`config.mk`:
```
export PLATFORM = sky130hd
export DESIGN_NAME = mem_mode_ctrl
export DESIGN_NICKNAME = d
export VERILOG_FILES = /design/src/rtl/mem_pkg.sv /design/src/rtl/sel_debounce.sv /design/src/rtl/mem_mode_ctrl.sv
export SDC_FILE = /design/constraint.sdc
export NUM_CORES = 1
export LEC_CHECK = 0
export BUFFER_PORTS_ARGS = -buffer_cell sky130_fd_sc_hd__clkbuf_2
export CORE_AREA = 3 3 121 123
export CTS_CLUSTER_SIZE = 12
export DETAILED_ROUTE_END_ITERATION = 10
export DIE_AREA = 0 0 124 126
export GPL_ROUTABILITY_DRIVEN = 0
export REMOVE_ABC_BUFFERS = 1
export SYNTH_ARGS = -nofsm -noshare
export SYNTH_HDL_FRONTEND = slang
export SYNTH_SLANG_ARGS = --single-unit
export TNS_END_PERCENT = 50
```
`constraint.sdc`:
```
create_clock -name clk -period 1.8 [get_ports clk]
set_clock_uncertainty 0.05 [all_clocks]
set_input_delay 0.09 -clock clk [delete_from_list [all_inputs] [get_ports clk]]
set_output_delay 0.09 -clock clk [all_outputs]
set_load 0.02 [all_outputs]
```
`src/rtl/mem_pkg.sv`:
```
// Shared definitions for the memory-mode controller.
//   mem_state_e   : controller FSM state encoding (IDLE / HOLD / RUN).
//   SEL_IDLE      : select code meaning "no master granted".
//   sel_is_master : true when a select code names a real master (1..n_masters).
package mem_pkg;

    typedef enum logic [1:0] {
        StIdle = 2'd0,
        StHold = 2'd1,
        StRun  = 2'd2
    } mem_state_e;

    localparam int unsigned SEL_IDLE = 0;

    // Codes above the master count are treated like SEL_IDLE.
    function automatic logic sel_is_master(input int unsigned sel,
                                           input int unsigned n_masters);
        return (sel != SEL_IDLE) && (sel <= n_masters);
    endfunction

endpackage

```
`src/rtl/sel_debounce.sv`:
```
// Synchronizer and debouncer for the asynchronous mode-select input.
// A new value is accepted only after DEB_CYC consecutive equal synchronized
// samples; any change restarts the count. The accepted value resets to 0.
// Ports:
//   clk    : clock
//   rst_n  : asynchronous active-low reset
//   i_sel  : raw asynchronous select
//   o_sel  : debounced, accepted select
module sel_debounce #(
    parameter int unsigned SEL_W   = 2,
    parameter int unsigned DEB_CYC = 16
) (
    input  logic             clk,
    input  logic             rst_n,
    input  logic [SEL_W-1:0] i_sel,
    output logic [SEL_W-1:0] o_sel
);

    localparam int unsigned     CNT_W   = $clog2(DEB_CYC + 1);
    localparam logic [CNT_W-1:0] CNT_MAX = CNT_W'(DEB_CYC);

    logic [SEL_W-1:0] r_sync1;
    logic [SEL_W-1:0] r_sync2;
    logic [SEL_W-1:0] r_cand;
    logic [SEL_W-1:0] r_acc;
    logic [CNT_W-1:0] r_cnt;

    logic             w_changed;
    logic [CNT_W-1:0] w_cnt_nxt;
    logic [SEL_W-1:0] w_acc_nxt;

    always_comb begin
        w_changed = (r_sync2 != r_cand);
        // r_cnt holds the number of consecutive equal samples seen so far,
        // saturating at DEB_CYC; a change counts as the first new sample.
        if (w_changed) begin
            w_cnt_nxt = CNT_W'(1);
        end else if (r_cnt == CNT_MAX) begin
            w_cnt_nxt = r_cnt;
        end else begin
            w_cnt_nxt = r_cnt + CNT_W'(1);
        end
        w_acc_nxt = (w_cnt_nxt == CNT_MAX) ? r_sync2 : r_acc;
    end

    always_ff @(posedge clk or negedge rst_n) begin
        if (!rst_n) begin
            r_sync1 <= '0;
            r_sync2 <= '0;
            r_cand  <= '0;
            r_cnt   <= '0;
            r_acc   <= '0;
        end else begin
            r_sync1 <= i_sel;
            r_sync2 <= r_sync1;
            r_cand  <= r_sync2;
            r_cnt   <= w_cnt_nxt;
            r_acc   <= w_acc_nxt;
        end
    end

    assign o_sel = r_acc;

endmodule

```
`src/rtl/mem_mode_ctrl.sv`:
```
// Mode controller granting one of N_MASTERS bus masters access to a shared
// dual-port BRAM. A debounced select chooses the master; every mode change
// passes through HOLD, where all master resets are held for HOLD_CYC cycles.
// The BRAM address/data path is a purely combinational mux, zeroed outside RUN.
// Ports:
//   clk, rst_n        : clock, asynchronous active-low reset
//   sel               : async mode select (0 idle, k = master k-1, >N idle)
//   m_addra / m_addrb : packed per-master port-A/B byte addresses
//   m_wea / m_web     : packed per-master byte write enables
//   m_dia / m_dib     : packed per-master write data
//   row_a / row_b     : BRAM word-row addresses
//   wea / web         : BRAM byte write enables
//   dia / dib         : BRAM write data
//   m_rst_n           : per-master active-low reset
//   clk_rst           : active-high clock-generator reset
//   active            : currently granted mode (0 outside RUN)
//   busy              : high whenever not in RUN
module mem_mode_ctrl
    import mem_pkg::*;
#(
    parameter  int unsigned N_MASTERS = 2,
    parameter  int unsigned ADDR_W    = 16,
    parameter  int unsigned ROW_W     = 13,
    parameter  int unsigned DATA_W    = 32,
    parameter  int unsigned DEB_CYC   = 16,
    parameter  int unsigned HOLD_CYC  = 8,
    localparam int unsigned SEL_W     = $clog2(N_MASTERS + 1),
    localparam int unsigned BE_W      = DATA_W / 8
) (
    input  logic                        clk,
    input  logic                        rst_n,
    input  logic [SEL_W-1:0]            sel,
    input  logic [N_MASTERS*ADDR_W-1:0] m_addra,
    input  logic [N_MASTERS*ADDR_W-1:0] m_addrb,
    input  logic [N_MASTERS*BE_W-1:0]   m_wea,
    input  logic [N_MASTERS*BE_W-1:0]   m_web,
    input  logic [N_MASTERS*DATA_W-1:0] m_dia,
    input  logic [N_MASTERS*DATA_W-1:0] m_dib,
    output logic [ROW_W-1:0]            row_a,
    output logic [ROW_W-1:0]            row_b,
    output logic [BE_W-1:0]             wea,
    output logic [BE_W-1:0]             web,
    output logic [DATA_W-1:0]           dia,
    output logic [DATA_W-1:0]           dib,
    output logic [N_MASTERS-1:0]        m_rst_n,
    output logic                        clk_rst,
    output logic [SEL_W-1:0]            active,
    output logic                        busy
);

    localparam int unsigned      HCNT_W    = $clog2(HOLD_CYC + 1);
    localparam logic [HCNT_W-1:0] HCNT_LAST = HCNT_W'(HOLD_CYC - 1);

    // ------------------------------------------------------------------
    // Select synchronizer + debounce
    // ------------------------------------------------------------------
    logic [SEL_W-1:0] w_sel_acc;
    logic             w_acc_valid;

    sel_debounce #(
        .SEL_W   (SEL_W),
        .DEB_CYC (DEB_CYC)
    ) u_sel_debounce (
        .clk   (clk),
        .rst_n (rst_n),
        .i_sel (sel),
        .o_sel (w_sel_acc)
    );

    assign w_acc_valid = sel_is_master(32'(w_sel_acc), N_MASTERS);

    // ------------------------------------------------------------------
    // FSM: state register
    // ------------------------------------------------------------------
    mem_state_e        r_state;
    mem_state_e        w_state_nxt;
    logic [SEL_W-1:0]  r_target;
    logic [SEL_W-1:0]  w_target_nxt;
    logic [SEL_W-1:0]  r_active;
    logic [SEL_W-1:0]  w_active_nxt;
    logic [HCNT_W-1:0] r_hcnt;
    logic [HCNT_W-1:0] w_hcnt_nxt;

    always_ff @(posedge clk or negedge rst_n) begin
        if (!rst_n) begin
            r_state  <= StIdle;
            r_target <= '0;
            r_active <= '0;
            r_hcnt   <= '0;
        end else begin
            r_state  <= w_state_nxt;
            r_target <= w_target_nxt;
            r_active <= w_active_nxt;
            r_hcnt   <= w_hcnt_nxt;
        end
    end

    // ------------------------------------------------------------------
    // FSM: next-state logic
    // ------------------------------------------------------------------
    always_comb begin
        w_state_nxt  = r_state;
        w_target_nxt = r_target;
        w_active_nxt = r_active;
        w_hcnt_nxt   = r_hcnt;

        unique case (r_state)
            StIdle: begin
                if (w_acc_valid) begin
                    w_state_nxt  = StHold;
                    w_target_nxt = w_sel_acc;
                    w_hcnt_nxt   = '0;
                end
            end

            StHold: begin
                if (!w_acc_valid) begin
                    w_state_nxt  = StIdle;
                    w_target_nxt = '0;
                    w_hcnt_nxt   = '0;
                end else if (w_sel_acc != r_target) begin
                    // Retarget: the new master gets a full hold period.
                    w_target_nxt = w_sel_acc;
                    w_hcnt_nxt   = '0;
                end else if (r_hcnt == HCNT_LAST) begin
                    w_state_nxt  = StRun;
                    w_active_nxt = r_target;
                    w_hcnt_nxt   = '0;
                end else begin
                    w_hcnt_nxt = r_hcnt + HCNT_W'(1);
                end
            end

            StRun: begin
                if (!w_acc_valid) begin
                    w_state_nxt  = StIdle;
                    w_target_nxt = '0;
                    w_active_nxt = '0;
                end else if (w_sel_acc != r_active) begin
                    w_state_nxt  = StHold;
                    w_target_nxt = w_sel_acc;
                    w_active_nxt = '0;
                    w_hcnt_nxt   = '0;
                end
            end

            default: begin
                w_state_nxt  = StIdle;
                w_target_nxt = '0;
                w_active_nxt = '0;
                w_hcnt_nxt   = '0;
            end
        endcase
    end

    // ------------------------------------------------------------------
    // FSM: outputs and BRAM mux
    // ------------------------------------------------------------------
    // Everything below depends on r_state directly, so write enables drop in
    // the very cycle the FSM leaves RUN and an async reset clears them at once.
    always_comb begin
        row_a   = '0;
        row_b   = '0;
        wea     = '0;
        web     = '0;
        dia     = '0;
        dib     = '0;
        m_rst_n = '0;
        clk_rst = (r_state == StIdle);
        busy    = (r_state != StRun);
        active  = r_active;

        if (r_state == StRun) begin
            for (int i = 0; i < int'(N_MASTERS); i++) begin
                if (r_active == SEL_W'(i + 1)) begin
                    // Byte address to word row, upper bits dropped.
                    row_a      = ROW_W'(m_addra[i*ADDR_W +: ADDR_W] >> 2);
                    row_b      = ROW_W'(m_addrb[i*ADDR_W +: ADDR_W] >> 2);
                    wea        = m_wea[i*BE_W +: BE_W];
                    web        = m_web[i*BE_W +: BE_W];
                    dia        = m_dia[i*DATA_W +: DATA_W];
                    dib        = m_dib[i*DATA_W +: DATA_W];
                    m_rst_n[i] = 1'b1;
                end
            end
        end
    end

endmodule

```
Word level (Yosys, flattened, before mapping). Index checks and enable logic that the tools add are counted.

Memories kept: 0. Word-level logic and storage cells: 90. Bits in latches: 0. Bits in writable memories: 0. Bits in read-only memories: 0. Bits in registers: 23.

Shift operators: 0. Add/subtract/negate cells: 2. Muxes and demuxes: 49. Reductions and logical operators: 7. Bitwise operators: 1. Equal/unequal tests: 21. Div/mod/pow operators: 0. Magnitude comparators: 1. Multiply operators: 0.

Operators by type and width (number): 32-bit two-way mux (6); 13-bit two-way mux (6); 4-bit two-way mux (12); 2-bit two-way mux (17); 2-bit one-hot mux with 3 select lines (3); 2-bit inequality test (second input constant) (6); 3-bit inequality test (second input constant) (4); 4-bit one-hot mux with 3 select lines (1); 5-bit == test (second input constant) (2); 5-bit two-way mux (2); 2-bit inequality test (3); 3-bit AND reduction (2); 5-bit by 1-bit adder with 5-bit output (second input constant) (1); 5-bit AND reduction (1); 4-bit by 1-bit adder with 4-bit output (second input constant) (1); 2-bit by 1-bit == test with 1-bit output (second input constant) (2); 2-bit == test (second input constant) (2); 4-bit by 3-bit == test with 1-bit output (second input constant) (1); 4-bit AND reduction (1); 2-bit <= comparator (second input constant) (1); 2-bit logical NOT (1); 1-bit two-way mux (2); 2-bit by 1-bit inequality test with 1-bit output (second input constant) (1); 2-bit nonzero test (1); other kinds (2) (2).

Longest topological paths before layout. Gate-level depths: netlist of the first run.

Word-level depth: 5. Depth in mapped cells: 7. Depth with buffers taken out: 6.

Modules after synthesis. A second synthesis of the first run with hierarchy kept.

Cell total of the unflattened synthesis: 232. Area total of the unflattened synthesis: 2227.1 µm².

Modules (own cells, without submodules): mem_mode_ctrl (area an instance 1646.6 µm², instances 1, sequential area each 250.2 µm², cells an instance 191); sel_debounce (area an instance 580.6 µm², instances 1, sequential area each 325.3 µm², cells an instance 41).

Worst setup path after synthesis of the first run. Ideal clock, no wire load.

Kind: register -> register. From: reg u_sel_debounce.r_acc[0] (netlist: u_sel_debounce.o_sel[0]). To: reg r_state[0]. Buffers on the path: 0. Setup time: 0.128 ns. Clock period less this slack: 1.842 ns. Slack: -0.042 ns. Data arrival time: 1.665 ns. Cell stages (with the launch flop): 7. Cell sequence: dfrtp_1 -> inv_1 -> ha_1 -> nand2b_1 -> o32ai_4 -> a31oi_4 -> mux2_1.

Word-level cells in the longest chain between the ends: 4. Elaborated cells between the ends (all ways): 13. Classes of those cells: order compare: 1; eq/ne: 6; mux: 3; reduce/logical: 3.

RTL lines: from (decl) (line sel_debounce.sv:25) `logic [SEL_W-1:0] r_acc;`; from (signal assigned) (line sel_debounce.sv:58) `r_acc <= w_acc_nxt;`; 2-bit <= comparator / 2-bit nonzero test (equally long branches) (line mem_pkg.sv:18) `return (sel != SEL_IDLE) && (sel <= n_masters);`; 1-bit logical AND (line mem_pkg.sv:18); 3-bit inequality test (no line), or another cell as far along; 4-bit AND reduction (no line) / 2-bit one-hot mux with 3 select lines (equally long branches); to (signal assigned) (line mem_mode_ctrl.sv:86) `r_state <= StIdle;`; to (signal assigned) (line mem_mode_ctrl.sv:91) `r_state <= w_state_nxt;`; to (decl) (line mem_mode_ctrl.sv:75) `mem_state_e r_state;`.

Several ways; a longest one is shown, not always the timed one. A chain may end at the register's enable or synchronous reset.

Worst setup path after layout of the first run.
From: reg r_state[0]. To: out dib[20].

Word-level cells in the longest chain between the ends: 2.

RTL lines: 2-bit == test (line mem_mode_ctrl.sv:173) `if (r_state == StRun) begin`; 32-bit two-way mux (line mem_mode_ctrl.sv:173); to (decl) (line mem_mode_ctrl.sv:44) `output logic [DATA_W-1:0] dib,`.

Every way passes these cells.

==> out/qor.txt, run 1 <==
Top Usage Layer GRT -> met2
number of distinct library cells after synthesis -> 37
global route overflow -> 0
Hold WC Path Type -> flop to flop
Bufs on Longest Clock Path -> 2
average size of a mapped cell -> 9.49 sq um
post-synth top area share -> 38.5%
Seq/Total Area, Yosys -> 25.8%
maxcap violations -> 0
crit end category -> output port
CP Launch Type -> flop
RSZ-0062 raised after global routing -> yes
hpwl dp -> 11.9 mm
Die Span X -> 124 microns
Worst Max-Slew Pin Slew -> 576 ps
synth top area cells -> a22o_1 (38%), dfrtp_1 (26%), ha_1 (5.1%)
status -> finished, violations left
Iter 0 DRT Violations -> 184
min Tclk post-route -> 2030 ps
Yosys Warn Count -> 0
Area Overhead vs Synth -> 167%
Seq cells post-synth -> 23
Die Footprint -> 15600 sq um
row count -> 43
layout cells sized above 1 -> 71.2%
Peak supply drop -> 0.498 mV
Die Ht -> 126 microns
Clock Latency Late Sink -> 250 ps
CORE AREA -> 13800 sq um
fmax -> 0.493 GHz
top cell type by total area after synthesis -> a22o_1
number of global-route vias before repair -> 3379
critical path type -> flop to output port
via density per instance -> 4.55
Power Dens Cells -> 319 nW/um^2
diode count -> 0
period utilization -> 113%
Leak -> 3.05 nW
most numerous cell on the critical path -> buf_6
initial antenna violation count -> 0
root buf cell -> clkbuf_16
global routing usage on met1 -> 21.4%
IO Pins -> 316
slew margin rel. -> 61.6%
CTS H-tree lvls -> 1
Final Util -> 43.3%
Hold Path Cell Cnt -> 0
drt wl/cell -> 19.8 microns
largest net degree at the start of global routing -> 24
first-pass GRT wire length -> 19.8 mm
Nets -> 822
initial core utilization -> 16.2%
WP data arrival -> 1890 ps
met2 Usage GRT -> 28.8%
failing checks -> setup timing
Mapped Cells -> 235
Tot Pwr -> 0.00190 W
CTS Buf Count -> 3
Final setup viols -> 99
synthesized area -> 2230 sq um
CTS clk-pin slew, worst paths -> 60 ps
1st-pass router iterations -> 4
Slew Viols, Final -> 0
pre-CTS WS -> -90.6 ps
clk sink count -> 23
via count -> 3547
post-route ant nets -> 0
Buffers on Ports -> 303
crit-path max FO -> 6
CTS tree -> yes
worst setup slack after layout -> -229 ps
Routed Wire Length -> 15.4 mm
Critical Path, Cell by Cell -> inv_2 > ha_4 > inv_4 > nor3_4 > buf_6 > buf_8 > buf_12 > buf_16 > a22o_1 > buf_6
Total Routing Usage GR -> 16.8%
DRC -> 0
worst path required time -> 1660 ps
M3 GR Usage -> 4.67%
critical path's slowest cell -> dfrtp_1
reg2reg path depth -> 10
crit-path max cell delay -> 400 ps
final hold violations -> 0
-- flip-flops by register name, summed over array words and instances, names as in the netlist --
register / count
u_sel_debounce.r_cnt: 5
r_target: 2
u_sel_debounce.o_sel: 2
r_state: 2
u_sel_debounce.r_cand: 2
u_sel_debounce.r_sync1: 2
active: 2
u_sel_debounce.r_sync2: 2
r_hcnt: 4
-- worst max-delay path, delay by kind of cell, from the launching register on --
kind | cells | cell delay (ps)
buffers and inverters | 7 | 750
and+or+nand+nor | 1 | 190
DFF | 1 | 400
adders and majority gates | 1 | 140
AOI/OAI and AO/OA | 1 | 150
-- power by group --
| part | internal (W) | switching (W) | total (W) |
|---|---|---|---|
| registers | 0.000543 | 0.0000220 | 0.000565 |
| clock network | 0.000302 | 0.000181 | 0.000483 |
| logic | 0.000482 | 0.000371 | 0.000852 |
| total | 0.00133 | 0.000574 | 0.00190 |
-- stage by stage --
step,hold WS [ps],area [sq um],cells,TNS (ps)
floorplan,-256,2140,215,-268120
global placement,70.5,4320,748,-150
detailed placement,74.1,4320,748,-181
CTS,303,5480,770,-14680
global route,306,5960,780,-24030
finish,300,5960,780,-14300
-- repair_timing --
action	in CTS	in global routing
buffers inserted	11	5
gates cloned	4	5
gates resized for setup	205	121
setup endpoints to repair	104	112
hold buffers	3	0
pin swaps	31	47
hold endpoints to repair	25	0
-- Yosys cell counts --
library cell   n
a22o_1        98
dfrtp_1       23
clkbuf_1      12
inv_1         11
ha_1           9
nand2_1        8
buf_2          6
nand3_1        6
xor2_1         6
xnor2_1        5
a21oi_1        3
inv_2          3
mux2_1         3
mux2i_1        3
nand2b_1       3
nor2_1         3
nor3_2         3
o21ai_0        3
o41ai_1        3
a22oi_1        2
buf_4          2
nand3b_1       2
nor3_1         2
o21ai_1        2
o22ai_1        2
a311oi_2       1
a31oi_4        1
and4bb_2       1
nand4_1        1
nor2b_1        1
nor4_1         1
o21bai_1       1
o311ai_1       1
o31ai_2        1
o32ai_4        1
or3_1          1
or3_4          1
-- routing by layer --
layer  vias up  wire (microns)
li1       1684               -
met1      1705            6090
met2       144            7750
met3        14            1450
met4         0             141
met5         -               0
-- cells in the final DEF, fill, tap and decap left out, types with 6 or more instances in the layout --
| master | instances |
|---|---|
| inv_1 | 6 |
| a22o_4 | 14 |
| clkbuf_8 | 52 |
| clkbuf_16 | 7 |
| a22o_1 | 83 |
| buf_4 | 39 |
| buf_6 | 41 |
| nand2_1 | 8 |
| clkbuf_2 | 203 |
| inv_2 | 6 |
| buf_8 | 27 |
| dfrtp_1 | 22 |
| buf_12 | 6 |
-- logic make-up (layout without fill, tap and decap cells) --
family,Yosys count,in the layout,synth area share (%)
AND/OR/NAND/NOR,33,33,8.70
multiplexers,6,6,2.86
flip-flops,23,23,25.8
buffers and inverters,34,399,6.40
adder cells (fa/ha/maj),9,9,5.05
AO/OA/AOI/OAI,119,119,46.9
XOR/XNOR,11,11,4.32
-- cell type report --
type / instances / area (sq um)
timing repair buffer: 381 / 3270
clock buffer: 4 / 78.8
sequential: 23 / 577
inverter: 14 / 57.6
multi-input combinational: 178 / 1750
tap: 180 / 225
fill: 1310 / 7810
-- final timing paths --
path | slack, ps | startpoint | end
max in group asynchronous | 970 | rst_n | active[0]
worst max-delay path | -230 | r_state[0] | dib[20]
min in group asynchronous | 320 | rst_n | u_sel_debounce.r_sync2[1]
worst max register to register | 10 | r_state[0] | r_hcnt[3]
worst min-delay path | 300 | u_sel_debounce.r_sync1[0] | u_sel_debounce.r_sync2[0]
worst min register to register | 300 | u_sel_debounce.r_sync1[0] | u_sel_debounce.r_sync2[0]
(Power assumes the default switching activity.)
==> run 2, diff against run 1 <==
--- a/config.mk
+++ b/config.mk
@@ -7,6 +7,7 @@
 export LEC_CHECK = 0
 export BUFFER_PORTS_ARGS = -buffer_cell sky130_fd_sc_hd__clkbuf_2
 export CORE_AREA = 3 3 121 123
+export CTS_CLUSTER_DIAMETER = 40
 export CTS_CLUSTER_SIZE = 12
 export DETAILED_ROUTE_END_ITERATION = 10
 export DIE_AREA = 0 0 124 126
==> constraint.sdc (replaced) <==
create_clock -name clk -period 1.8 [get_ports clk]
set_clock_uncertainty 0.05 [all_clocks]
set_input_delay 0.18 -clock clk [delete_from_list [all_inputs] [get_ports clk]]
set_output_delay 0.18 -clock clk [all_outputs]
set_load 0.02 [all_outputs]
==> out/qor.txt, run 2 (same netlist as run 1, synthesis figures left out) <==
status -> finished, violations left
failing checks -> setup timing
CP Launch Type -> flop
Net Sw Frac -> 30.2% (+0.047 points)
Bufs on Longest Clock Path -> 2 (unchanged)
number of global-route vias before repair -> 3502 (+3.6%)
most common cell after layout, fill and taps aside -> clkbuf_2
RSZ-0062 raised after global routing -> yes
Leak -> 3.09 nW (+1.5%)
layout cells sized above 1 -> 71.0% (-0.12 points)
IO Pins -> 316 (unchanged)
critical path type -> flop to output port
Tot Pwr -> 0.00183 W (-4.0%)
Seq pwr share -> 30.8% (+1.1 points)
hold path start -> u_sel_debounce.r_sync1[0]
Buffers on Ports -> 303 (unchanged)
via count -> 3595 (+1.4%)
global routing usage on met1 -> 21.1% (-0.23 points)
Die Span X -> 124 microns (unchanged)
worst path required time -> 1570 ps (-90 ps)
CTS clk-pin slew, worst paths -> 60 ps (about the same)
min Tclk post-route -> 2120 ps (+93.6 ps)
Switch Pwr -> 0.000552 W (-3.8%)
worst setup path startpoint -> r_state[0]
DRC -> 0 (unchanged)
first-pass GRT wire length -> 19.7 mm (-0.14%)
number of fill cells -> 1316 (+0.46%)
final hold violations -> 0 (unchanged)
largest net degree at the start of global routing -> 47 (+96%)
WP data arrival -> 1890 ps (about the same)
Die Ht -> 126 microns (unchanged)
slew margin rel. -> 62.6% (+1.0 points)
Area Overhead vs Synth -> 170%
Die Footprint -> 15600 sq um (unchanged)
period utilization -> 118% (+5.2 points)
P_int -> 0.00127 W (-4.0%)
placed insts -> 742 (-0.80%)
worst r2r src -> u_sel_debounce.r_cnt[0]
worst setup slack after layout -> -322 ps (-93.6 ps)
fmax -> 0.471 GHz (-4.4%)
Worst Max-Slew Pin Slew -> 560 ps (-15.7 ps)
maxcap violations -> 0 (unchanged)
Comb pwr share -> 43.3% (-1.6 points)
Final setup viols -> 100 (+1.0%)
Power Dens Cells -> 303 nW/um^2 (-5.1%)
Finished Layout Cells -> 781 (+0.13%)
crit-path max FO -> 10 (+4)
1st-pass router iterations -> 4 (unchanged)
crit end category -> output port
diode count -> 0 (unchanged)
met2 Usage GRT -> 28.3% (-0.51 points)
root buf cell -> clkbuf_16
global route overflow -> 0 (unchanged)
Clock power frac -> 25.9% (+0.5 points)
Iter 0 DRT Violations -> 221 (+20%)
Nets -> 823 (+0.12%)
hpwl dp -> 11.7 mm (-1.6%)
Clock Latency Late Sink -> 250 ps (about the same)
Top Usage Layer GRT -> met2
commonest non-fill, non-tap cells in the layout -> clkbuf_2 (203), a22o_1 (79), clkbuf_8 (57), buf_4 (43), buf_6 (26)
initial core utilization -> 16.2% (unchanged)
drt wl/cell -> 20.7 microns (+4.7%)
initial antenna violation count -> 0 (unchanged)
final instance area -> 6030 sq um (+1.2%)
area of the multi-input gates -> 1770 sq um (+1.1%)
CTS tree -> yes
CTS Buf Count -> 3 (unchanged)
post-route ant nets -> 0 (unchanged)
Slew Viols, Final -> 0 (unchanged)
M3 GR Usage -> 4.18% (-0.49 points)
CORE AREA -> 13800 sq um (unchanged)
Top reg by flops -> u_sel_debounce.r_cnt
CTS H-tree lvls -> 1 (unchanged)
Total Routing Usage GR -> 16.5% (-0.31 points)
Routed Wire Length -> 16.2 mm (+4.9%)
row count -> 43 (unchanged)
Peak supply drop -> 0.544 mV (+9.1%)
total area of sequential cells -> 577 sq um (unchanged)
clk sink count -> 23 (unchanged)
via density per instance -> 4.60 (+1.2%)
top flop regs -> u_sel_debounce.r_cnt: 5 flops, r_hcnt: 4 flops
Placed Area -> 4300 sq um (-0.46%)
max reg flops -> 5 (unchanged)
setup_tns -> -24980 ps (-10680 ps)
Hold WC Path Type -> flop to flop
## run 2: cell types whose count changed in the layout (fill, tap and decap cells not counted), sizes merged
cell,previous run,this run
clkbuf,265,282
buf,117,101
## run 2: final timing paths
kind,cells after the start,slack [ps],to
min in group asynchronous,2,390,u_sel_debounce.r_cnt[3]
min reg2reg,0,300,u_sel_debounce.r_sync2[0]
min,0,300,u_sel_debounce.r_sync2[0]
max reg2reg,6,20,u_sel_debounce.o_sel[1]
max in group asynchronous,2,900,u_sel_debounce.o_sel[1]
max,9,-320,row_b[3]
## run 2: area by class of cell
type	instances	share of cell area, %
timing repair buffer	382	55.0
multi-input combinational	178	29.4
sequential	23	9.57
tap	180	3.74
clock buffer	4	1.31
inverter	14	0.955
## run 2: power groups by stage
stage	Combinational (W)	Clock, W	Sequential, W
after floorplan	0.000282	0	0.000572
after global placement	0.000702	0	0.000568
after detailed placement	0.000710	0	0.000569
after CTS	0.000745	0.000491	0.000562
after global routing	0.000866	0.000512	0.000565
final	0.000790	0.000472	0.000562
## run 2: through the flow
stage | setup slack [ps] | utilization [%] | hold slack [ps]
after global routing | -365 | 43.8 | 314
after floorplan | -2780 | - | -166
after global placement | -90.0 | 31.2 | 159
after CTS | -345 | 39.1 | 310
after detailed placement | -93.0 | 31.2 | 150
final | -322 | 43.8 | 304
## run 2: repair_timing
| item | 4_1_cts | 5_1_grt |
|---|---|---|
| gates resized for setup | 188 | 97 |
| endpoints found under the setup margin | 109 | 111 |
| pin swaps | 41 | 18 |
| endpoints found under the hold margin | 25 | 0 |
| buffers inserted | 8 | 9 |
| hold buffers | 3 | 0 |
| cloned | 4 | 14 |
## run 2: metal layers
layer  routed length (microns)  part of all wire, %  up-vias
li1                          -                    -     1683
met1                      6650                   41     1746
met2                      7840                   48      152
met3                      1510                  9.3       14
met4                       180                  1.1        0
met5                         0                    0        -
## run 2: worst max-delay path, cell delays in order, from the launching register on
cell and delay [ps]:
dfrtp_1 380, inv_2 80, ha_4 150, inv_6 50
nor3_4 200, buf_12 170, buf_12 140, buf_12 130
a22o_1 180, clkbuf_8 160
==> run 3, diff against run 2 <==
--- a/config.mk
+++ b/config.mk
@@ -6,13 +6,14 @@
 export NUM_CORES = 1
 export LEC_CHECK = 0
 export BUFFER_PORTS_ARGS = -buffer_cell sky130_fd_sc_hd__clkbuf_2
-export CORE_AREA = 3 3 121 123
+export CORE_AREA = 3 3 122 124
 export CTS_CLUSTER_DIAMETER = 40
 export CTS_CLUSTER_SIZE = 12
 export DETAILED_ROUTE_END_ITERATION = 10
-export DIE_AREA = 0 0 124 126
+export DIE_AREA = 0 0 125 127
 export GPL_ROUTABILITY_DRIVEN = 0
 export REMOVE_ABC_BUFFERS = 1
+export SLEW_MARGIN = 20
 export SYNTH_ARGS = -nofsm -noshare
 export SYNTH_HDL_FRONTEND = slang
 export SYNTH_SLANG_ARGS = --single-unit
==> constraint.sdc (replaced) <==
create_clock -name clk -period 2.03 [get_ports clk]
set_clock_uncertainty 0.05 [all_clocks]
set_input_delay 0.203 -clock clk [delete_from_list [all_inputs] [get_ports clk]]
set_output_delay 0.203 -clock clk [all_outputs]
set_load 0.02 [all_outputs]
==> out/qor.txt, run 3 (same netlist as run 1, synthesis figures left out) <==
status -> finished, violations left
failing checks -> setup timing
pre-CTS WS -> 65.4 ps (+158 ps)
WP data arrival -> 1880 ps (about the same)
maxcap violations -> 0 (unchanged)
Clock Latency Late Sink -> 250 ps (about the same)
Comb pwr share -> 39.6% (-3.7 points)
Final setup viols -> 76 (-24%)
commonest non-fill, non-tap cells in the layout -> clkbuf_2 (211), a22o_1 (81), clkbuf_8 (50), buf_4 (27), buf_6 (26)
Seq pwr share -> 32.6% (+1.8 points)
Placed Area -> 4140 sq um (-3.7%)
Peak supply drop -> 0.442 mV (-19%)
worst r2r src -> u_sel_debounce.r_cnt[0]
CTS H-tree lvls -> 1 (unchanged)
Net Sw Frac -> 29.9% (-0.30 points)
crit-path max FO -> 5 (-5)
P_int -> 0.00107 W (-16%)
final hold violations -> 0 (unchanged)
Hold EP -> u_sel_debounce.r_sync2[0]
via density per instance -> 4.51 (-1.9%)
period utilization -> 105%
initial antenna violation count -> 1 (+1)
Slew Viols, Final -> 0 (unchanged)
Area Overhead vs Synth -> 154%
global route overflow -> 0 (unchanged)
Iter 0 DRT Violations -> 167 (-24%)
RSZ-0062 raised after global routing -> yes
min Tclk post-route -> 2130 ps
Top reg by flops -> u_sel_debounce.r_cnt
IO Pins -> 316 (unchanged)
layout cells sized above 1 -> 67.8% (-3.2 points)
placed insts -> 719 (-3.1%)
most common cell after layout, fill and taps aside -> clkbuf_2
DRC -> 0 (unchanged)
hpwl dp -> 11.7 mm (+0.14%)
worst path required time -> 1780 ps (+210 ps)
total area of sequential cells -> 577 sq um (unchanged)
CTS Buf Count -> 3 (unchanged)
reg2reg path depth -> 6 (unchanged)
Switch Pwr -> 0.000459 W (-17%)
Power Dens Cells -> 270 nW/um^2 (-11%)
hold path start -> u_sel_debounce.r_sync1[0]
area of the multi-input gates -> 1690 sq um (-4.8%)
Buffers on Ports -> 303 (unchanged)
Hold WS -> 299 ps (-4.37 ps)
Finished Layout Cells -> 756 (-3.2%)
fmax -> 0.470 GHz
Final Util -> 40.9% (-2.9 points)
drt wl/cell -> 20.1 microns (-2.9%)
critical path type -> flop to output port
via count -> 3413 (-5.1%)
Hold Path Cell Cnt -> 0 (unchanged)
max reg flops -> 5 (unchanged)
crit end category -> output port
largest net degree at the start of global routing -> 24 (-49%)
Leak -> 2.91 nW (-5.9%)
CP Launch Type -> flop
Routed Wire Length -> 15.2 mm (-6.0%)
slew margin rel. -> 61.7% (-0.90 points)
root buf cell -> clkbuf_16
clk sink count -> 23 (unchanged)
1st-pass router iterations -> 4 (unchanged)
Nets -> 797 (-3.2%)
CTS clk-pin slew, worst paths -> 60 ps (about the same)
worst r2r dst -> u_sel_debounce.o_sel[0]
top flop regs -> u_sel_debounce.r_cnt: 5 flops, r_hcnt: 4 flops
Total Routing Usage GR -> 16.7% (+0.26 points)
final instance area -> 5670 sq um (-5.9%)
CTS tree -> yes
number of fill cells -> 1348 (+2.4%)
Die Span X -> 125 microns (+0.81%)
first-pass GRT wire length -> 20.8 mm (+5.2%)
CORE AREA -> 13900 sq um (+0.78%)
initial core utilization -> 16.1% (-0.13 points)
Clock power frac -> 27.8% (+1.9 points)
Die Footprint -> 15900 sq um (+1.6%)
row count -> 43 (unchanged)
Hold WC Path Type -> flop to flop
R2R Setup Slk -> 130 ps (+110 ps)
Die Ht -> 127 microns (+0.79%)
worst setup slack after layout -> -99.0 ps (+223 ps)
Worst Max-Slew Pin Slew -> 574 ps (+13.5 ps)
number of global-route vias before repair -> 3330 (-4.9%)
Bufs on Longest Clock Path -> 2 (unchanged)
post-route ant nets -> 0 (unchanged)
run 3: cell types whose count changed in the layout (fill, tap and decap cells not counted), sizes merged:
| cell | previous run | this run |
|---|---|---|
| diode | 0 | 1 |
| bufbuf | 0 | 1 |
| clkinvlp | 0 | 1 |
| buf | 101 | 88 |
| clkbuf | 282 | 267 |
run 3: through the flow:
stage                     total power, W  setup TNS (ps)
after CTS                        0.00151           -4860
after global routing             0.00163          -13050
final                            0.00153           -2760
after detailed placement         0.00104               0
after global placement           0.00104               0
after floorplan                 0.000757         -256380
run 3: timing repair:
item / 4_1_cts / 5_1_grt
pin swaps: 22 / 17
cloned: 10 / 3
gates resized for setup: 153 / 104
setup buffers: 7 / 10
hold buffers: 3 / 0
endpoints found under the setup margin: 98 / 100
endpoints found under the hold margin: 25 / 0
run 3: layout make-up:
type                            instances  share of cell area, %
Timing Repair Buffer                  356                   53.6
Multi-Input combinational cell        178                   29.8
Sequential cell                        23                   10.2
Tap cell                              180                   3.97
Clock buffer                            3                   1.32
Inverter                               14                   1.02
Clock inverter                          1                  0.132
Antenna cell                            1                 0.0441
run 3: critical path, cell delays in order (launching register included):
cell and delay (ps):
dfrtp_1 390, inv_2 80, ha_4 150, inv_6 40, nor3_4 200, buf_6 200
buf_12 120, buf_16 110, a22o_1 160, clkbuf_8 160
run 3: worst max-delay path by stage:
stage / from / end / slack, ps / cells after the start
2_1_floorplan: r_state[0] / dia[0] / -2580 / 5
3_3_place_gp: r_state[0] / dib[9] / 90 / 8
3_5_place_dp: r_state[0] / dib[9] / 70 / 8
4_1_cts: r_state[0] / dib[18] / -120 / 8
5_1_grt: r_state[0] / dia[26] / -200 / 9
6_report: r_state[0] / row_a[3] / -100 / 9
run 3: power groups by stage:
stage	logic, W	registers [W]	clock network [W]
2_1_floorplan	0.000250	0.000507	0
3_3_place_gp	0.000536	0.000505	0
3_5_place_dp	0.000539	0.000505	0
4_1_cts	0.000568	0.000499	0.000446
5_1_grt	0.000667	0.000503	0.000461
6_report	0.000607	0.000500	0.000427
run 3: layer usage:
| layer | vias to the layer above | global-route usage (%) | share of wire, % | wire, microns |
|---|---|---|---|---|
| li1 | 1635 | - | - | - |
| met1 | 1617 | 21.0 | 39 | 5900 |
| met2 | 139 | 28.6 | 51 | 7690 |
| met3 | 22 | 4.60 | 7.9 | 1210 |
| met4 | 0 | 4.02 | 2.7 | 411 |
| met5 | - | 0 | 0 | 0 |
